File: config.mk
export PLATFORM = sky130hd
export DESIGN_NAME = mult_result_accumulator_flat
export DESIGN_NICKNAME = d
export VERILOG_FILES = /design/src/rtl/mult_result_accumulator_if.sv /design/src/rtl/mult_result_accumulator.sv /design/src/flat_wrapper.sv
export SDC_FILE = /design/constraint.sdc
export NUM_CORES = 1
export LEC_CHECK = 0
export ABC_AREA = 1
export CORE_ASPECT_RATIO = 0.7
export CORE_MARGIN = 2
export CORE_UTILIZATION = 44
export DETAILED_ROUTE_END_ITERATION = 10
export PLACE_DENSITY = 0.78
export SYNTH_ARGS = -nofsm -noshare
export SYNTH_HDL_FRONTEND = slang
export SYNTH_SLANG_ARGS = --single-unit
File: constraint.sdc
create_clock -name clk -period 1.72 [get_ports clk]
set_input_delay 0.344 -clock clk [delete_from_list [all_inputs] [get_ports clk]]
set_output_delay 0.344 -clock clk [all_outputs]
set_load 0.02 [all_outputs]
File: src/rtl/mult_result_accumulator_if.sv
// Product-in / dot-product-out bus for mult_result_accumulator.
//   master: drives z, z_valid, clear, acc_ready; observes acc_out, acc_valid, count, overflow
//   slave : the accumulator's view (inverse directions)
interface mult_result_accumulator_if #(
    parameter int unsigned PROD_W = 7,
    parameter int unsigned ACC_W  = 9,
    parameter int unsigned CNT_W  = 2
);
    logic [PROD_W-1:0] z;
    logic              z_valid;
    logic              clear;
    logic              acc_ready;
    logic [ACC_W-1:0]  acc_out;
    logic              acc_valid;
    logic [CNT_W-1:0]  count;
    logic              overflow;

    modport master (
        output z, z_valid, clear, acc_ready,
        input  acc_out, acc_valid, count, overflow
    );

    modport slave (
        input  z, z_valid, clear, acc_ready,
        output acc_out, acc_valid, count, overflow
    );
endinterface

File: src/rtl/mult_result_accumulator.sv
// Sums VEC_LEN consecutive single-cycle multiplier products into one result
// and presents it on a registered valid/ready output. Accumulation never
// stalls (the multiplier cannot be backpressured); a result that completes
// while the output register is still occupied is dropped and flagged in a
// sticky overflow bit.
//   clk        : rising-edge clock
//   rst        : asynchronous active-low reset
//   bus.z      : product, sampled when bus.z_valid=1
//   bus.z_valid: one-cycle product pulse
//   bus.clear  : synchronous restart of the partial vector, clears overflow
//   bus.acc_out/acc_valid/acc_ready : result handshake
//   bus.count  : products held in the current partial vector
//   bus.overflow : sticky dropped-result flag
module mult_result_accumulator #(
    parameter int unsigned PROD_W  = 7,
    parameter int unsigned VEC_LEN = 4,
    parameter int unsigned ACC_W   = 9,
    parameter int unsigned CNT_W   = 2
) (
    input  logic                       clk,
    input  logic                       rst,
    mult_result_accumulator_if.slave   bus
);

    localparam logic [CNT_W-1:0] LAST_CNT = CNT_W'(VEC_LEN - 1);

    typedef enum logic {
        OUT_EMPTY = 1'b0,
        OUT_FULL  = 1'b1
    } out_state_e;

    out_state_e        out_state_q, out_state_d;
    logic [ACC_W-1:0]  psum_q,      psum_d;
    logic [CNT_W-1:0]  count_q,     count_d;
    logic [ACC_W-1:0]  acc_out_q,   acc_out_d;
    logic              overflow_q,  overflow_d;

    logic [PROD_W-1:0] z_in;
    logic [ACC_W-1:0]  z_ext_c;
    logic [ACC_W-1:0]  sum_c;
    logic              xfer_c;

    // Zero-extend the product; the sum wraps modulo 2^ACC_W.
    assign z_in    = bus.z;
    assign z_ext_c = ACC_W'(z_in);
    assign sum_c   = psum_q + z_ext_c;
    assign xfer_c  = (out_state_q == OUT_FULL) && bus.acc_ready;

    // State registers.
    always_ff @(posedge clk or negedge rst) begin
        if (!rst) begin
            out_state_q <= OUT_EMPTY;
            psum_q      <= '0;
            count_q     <= '0;
            acc_out_q   <= '0;
            overflow_q  <= 1'b0;
        end else begin
            out_state_q <= out_state_d;
            psum_q      <= psum_d;
            count_q     <= count_d;
            acc_out_q   <= acc_out_d;
            overflow_q  <= overflow_d;
        end
    end

    // Next state: output handshake first, then accumulation, which may
    // reload the output register on the same edge a transfer empties it.
    always_comb begin
        out_state_d = out_state_q;
        psum_d      = psum_q;
        count_d     = count_q;
        acc_out_d   = acc_out_q;
        overflow_d  = overflow_q;

        if (xfer_c) begin
            out_state_d = OUT_EMPTY;
        end

        if (bus.clear) begin
            // clear wins over a coincident product; the pending result stays.
            psum_d     = '0;
            count_d    = '0;
            overflow_d = 1'b0;
        end else if (bus.z_valid) begin
            if (count_q == LAST_CNT) begin
                psum_d  = '0;
                count_d = '0;
                if ((out_state_q == OUT_EMPTY) || xfer_c) begin
                    acc_out_d   = sum_c;
                    out_state_d = OUT_FULL;
                end else begin
                    overflow_d = 1'b1;
                end
            end else begin
                psum_d  = sum_c;
                count_d = count_q + CNT_W'(1);
            end
        end
    end

    assign bus.acc_out   = acc_out_q;
    assign bus.acc_valid = (out_state_q == OUT_FULL);
    assign bus.count     = count_q;
    assign bus.overflow  = overflow_q;

endmodule

File: src/flat_wrapper.sv
// flat-port wrapper written by rule: the top's interface ports become plain ports
module mult_result_accumulator_flat 
#(
    parameter int unsigned PROD_W  = 7,
    parameter int unsigned VEC_LEN = 4,
    parameter int unsigned ACC_W   = 9,
    parameter int unsigned CNT_W   = 2
)
  (clk, rst, bus_z, bus_z_valid, bus_clear, bus_acc_ready, bus_acc_out, bus_acc_valid, bus_count, bus_overflow);
  mult_result_accumulator_if #(.PROD_W(PROD_W), .ACC_W(ACC_W), .CNT_W(CNT_W)) bus_i ();
  input  logic clk;
  input  logic rst;
  input wire logic [$bits(bus_i.z)-1:0] bus_z;
  input wire logic [$bits(bus_i.z_valid)-1:0] bus_z_valid;
  input wire logic [$bits(bus_i.clear)-1:0] bus_clear;
  input wire logic [$bits(bus_i.acc_ready)-1:0] bus_acc_ready;
  output wire logic [$bits(bus_i.acc_out)-1:0] bus_acc_out;
  output wire logic [$bits(bus_i.acc_valid)-1:0] bus_acc_valid;
  output wire logic [$bits(bus_i.count)-1:0] bus_count;
  output wire logic [$bits(bus_i.overflow)-1:0] bus_overflow;
  assign bus_i.z = bus_z;
  assign bus_i.z_valid = bus_z_valid;
  assign bus_i.clear = bus_clear;
  assign bus_i.acc_ready = bus_acc_ready;
  assign bus_acc_out = bus_i.acc_out;
  assign bus_acc_valid = bus_i.acc_valid;
  assign bus_count = bus_i.count;
  assign bus_overflow = bus_i.overflow;
  mult_result_accumulator #(.PROD_W(PROD_W), .VEC_LEN(VEC_LEN), .ACC_W(ACC_W), .CNT_W(CNT_W)) u_core (.clk(clk), .rst(rst), .bus(bus_i));
endmodule
# Word level (Yosys, flattened, before mapping)
# Cells that the tools add are included.
[word_totals]
output_inout_bits = 13
wordCells = 32
regBits = 22
input_bits = 12
[classes]
mux = 15
addsub = 2
n_reduce_logical = 6
bitwise = 2
n_eq_ne = 2
[ops]
columns = ["op", "n"]
rows = [
  ["$mux W9", 3],
  ["$add A9 B7 Y9", 1],
  ["$mux W1", 9],
  ["$mux W2", 3],
  ["$reduce_and A4 Y1", 1],
  ["$reduce_bool A2 Y1", 2],
  ["$reduce_and A3 Y1", 1],
  ["$add A2 B1 Y2 const B", 1],
  ["$eq A2 B2 Y1 const B", 1],
  ["$ne A2 B2 Y1 const B", 1],
  ["$not A1 Y1", 2],
  ["$logic_and A1 B1 Y1", 1],
  ["$logic_or A1 B1 Y1", 1],
]

# Depth between registers and ports, before layout
[depth]
word_depth = 6
depth_mapped = 9
mapped_depth_nobuf = 9

# Least setup slack after synthesis
# Ideal clock, no wire load.
[synth_path]
path_type = "flip-flop to flip-flop"
startpoint = "register u_core.psum_q[0]"
endpoint = "register u_core.acc_out_q[8] (netlist: u_core.bus.acc_out[8])"
required_ns = 1.603
arrival_ns = 1.419
path_slack_ns = 0.184
n_path_buf = 0
setup_time_ns = 0.117
path_stages_with_launch = 9
period_less_slack_ns = 1.536
cell_sequence = "dfrtp_1 > ha_1 > fa_1 > nand2_1 > nand2_1 > nand3_1 > nand3_1 > nand3_1 > nand2_1"
[synth_via]
elab_chain_cells = 1
[synth_lines]
columns = ["element", "line", "source"]
rows = [
  ["start: declaration", "mult_result_accumulator.sv:33", "logic [ACC_W-1:0] psum_q, psum_d;"],
  ["start signal: assignment", "mult_result_accumulator.sv:59", "psum_q <= psum_d;"],
  ["$add A9 B7 Y9", "mult_result_accumulator.sv:46", "assign sum_c = psum_q + z_ext_c;"],
  ["end signal: assignment", "mult_result_accumulator.sv:61", "acc_out_q <= acc_out_d;"],
  ["end: declaration", "mult_result_accumulator.sv:35", "logic [ACC_W-1:0] acc_out_q, acc_out_d;"],
]
# Every way passes these cells.
# A chain may end at the register's enable or synchronous reset.

# Worst setup path after layout
[layout_path]
startpoint = "register u_core.count_q[0] (netlist: u_core.bus.count[0])"
endpoint = "output port bus_count[0]"
[layout_rtl]
columns = ["element", "line", "source"]
rows = [
  ["start: declaration", "mult_result_accumulator.sv:34", "logic [CNT_W-1:0] count_q, count_d;"],
  ["start signal: assignment", "mult_result_accumulator.sv:60", "count_q <= count_d;"],
  ["end: declaration", "flat_wrapper.sv:19", "output wire logic [$bits(bus_i.count)-1:0] bus_count;"],
]
# No word-level cell between the ends.

==> run metrics <==
crit-path max cell delay 620 ps; Routed WL per cell 12.66 µm; routed via count 1150; # hold bufs at CTS 0; crit share post-route 0.9449; Mapped Cells 158; CTS HTree Levels 1; MaxCap Viol Count 0; Remaining DRCs 0; Longest Clk Path Bufs 2; remaining antenna violation count 0; initial antenna violation count 0; highest-count cells in the layout ignoring fill and taps 53 x nand2_1, 22 x clkdlybuf4s50_1, 22 x dfrtp_1; die area 3308 µm²; fin nets 216; die height 48.73 µm; IO Pins 25; Leak 0.9078 nW; Fin. Hold Viols 0; kind of critical path flip-flop to output pin; Final Max Slew Viols 0; Top delay family on crit path buffers and inverters; row count 16; WL final 2898 µm; FMAX 615.3 MHz; Max transition margin 0.4450; number of global-route vias before repair 1190; crit path time final 1625 ps; synthesis warning total 0; grt total ovfl 0; DR vias/cell 5.022; # clock sinks 22; TritonRoute pass-1 iters 4; DP Worst Slack -378.7 ps; CTS tree yes; worst-path maximum fanout 4; setup TNS 0 ps; WP buf/inv 1; status finished, final reports clean; Power Total 1.407 mW; worst r2r src u_core.psum_q[0]; placer congestion estimate 0.8333; most common cell after layout, fill and taps aside nand2_1; Worst path slowest cell clkdlybuf4s50_1; Filler cells 254; Initial Utilization 0.4552; Core ar. 2763 µm²; number of setup violations in the final report 0; Hold WC Path Type primary input to async pin; die width 67.90 µm; Worst-Skew Late Latency 260 ps; fin worst setup slack 94.81 ps; Req. time, crit path 1380 ps; kind of start point of the critical path flip-flop; flop2flop setup slack 120 ps; DRT iter0 DRCs 45; Critical Path Sink Type output pin; Synth Area per Inst 7.959 µm²; Layout area overhead 33.13%; DP HPWL 2187 µm; largest net degree at the start of global routing 23; Post-Synthesis Cell Area 1257 µm²; root buf cell clkbuf_8; Port Buf Inserts 24; worst path cell trace clkdlybuf4s50_1; Synth Register Bits 22; arrival time at the worst endpoint 1280 ps; RR Endpoint u_core.psum_q[8]; share of layout cells above drive strength 1 0.1606; global-route usage over all layers 0.1993; syn_nets 179; Netlist cell types 21; worst r2r path cells 9; clk slew on worst S/H paths 80 ps; first-pass GRT wire length 5002 µm; RSZ-0062 raised after global routing false; Worst-Margin Slew 829.4 ps; register area share after synthesis 0.4378; peak supply drop 0.0004908 V; Cell Pwr Density 840.7 nW/µm²; CTS buffer count 3; clk_skew 1.911 ps; Inserted Diodes 0
## final cells by class
class	count	area (µm²)	area share
repair buffers	34	320.3	0.1913
inverters	19	71.32	0.04260
multi-input cells	115	645.6	0.3856
flip-flops and latches	22	550.5	0.3288
well taps	36	45.04	0.02691
clock buffers	3	41.29	0.02466
## where the power goes
group / total [mW] / switching (mW) / leakage, nW / internal (mW)
clock: 0.326 / 0.169 / 0.0216 / 0.156
combinational: 0.465 / 0.248 / 0.589 / 0.217
sequential: 0.617 / 0.0390 / 0.297 / 0.578
total: 1.41 / 0.456 / 0.908 / 0.952
## layer usage
metal | GRT usage | wire (µm)
met1 | 0.2556 | 1332
met4 | 0.05333 | 40
met5 | 0 | 0
met3 | 0.04186 | 164
met2 | 0.3382 | 1361
## worst max path at each step
stage	start	end	slack, ps	cells after the start
after detailed placement	bus_z[0]	u_core.bus.acc_out[8]	-380	9
after CTS	bus_z[1]	u_core.psum_q[7]	30	9
after global routing	bus_z[2]	u_core.bus.acc_out[7]	0.06	8
after floorplan	u_core.psum_q[0]	u_core.bus.acc_out[8]	180	8
after global placement	bus_z[0]	u_core.bus.acc_out[8]	-280	9
final	u_core.bus.count[0]	bus_count[0]	90	1
## what timing repair did
| item | in CTS | in global routing |
|---|---|---|
| setup buffers | 0 | 0 |
| pin swaps | 0 | 4 |
| resized for setup | 4 | 6 |
| setup endpoints to repair | 4 | 10 |
## state kept, by name (all words and copies together), names as in the netlist
register / flops
u_core.bus.count: 2
u_core.bus.overflow: 1
u_core.bus.acc_valid: 1
u_core.psum_q: 9
u_core.bus.acc_out: 9
## kinds of logic (layout without fill, tap and decap cells)
family,after synthesis,in the layout,share of synthesized area
AND/OR/NAND/NOR,92,92,0.3244
flip-flops,22,22,0.4378
buffers and inverters,21,56,0.06964
AO/OA/AOI/OAI,13,13,0.06567
adder cells (fa/ha/maj),9,9,0.09553
XOR/XNOR,1,1,0.006966
## per-stage QoR
stage,hold WS [ps],instance area (µm²),cells,utilization
2_1_floorplan,48.41,1257,158,-
6_report,425.9,1674,229,0.6060
3_3_place_gp,463.2,1602,226,0.5797
4_1_cts,431.0,1655,229,0.5992
5_1_grt,448.3,1674,229,0.6060
3_5_place_dp,465.0,1602,226,0.5797
## synth_stat cells, drive strengths merged
library cell	number	share of area
nor2	9	0.039
ha	8	0.080
inv	19	0.057
a21oi	2	0.0080
nand2	57	0.17
o21ai	8	0.041
or2	2	0.0099
a31oi	1	0.0050
nand3	22	0.092
nand3b	2	0.012
fa	1	0.016
dfrtp	22	0.44
xor2	1	0.0070
a21o	2	0.012
buf	2	0.013
Power figures use the tool's default switching activity.
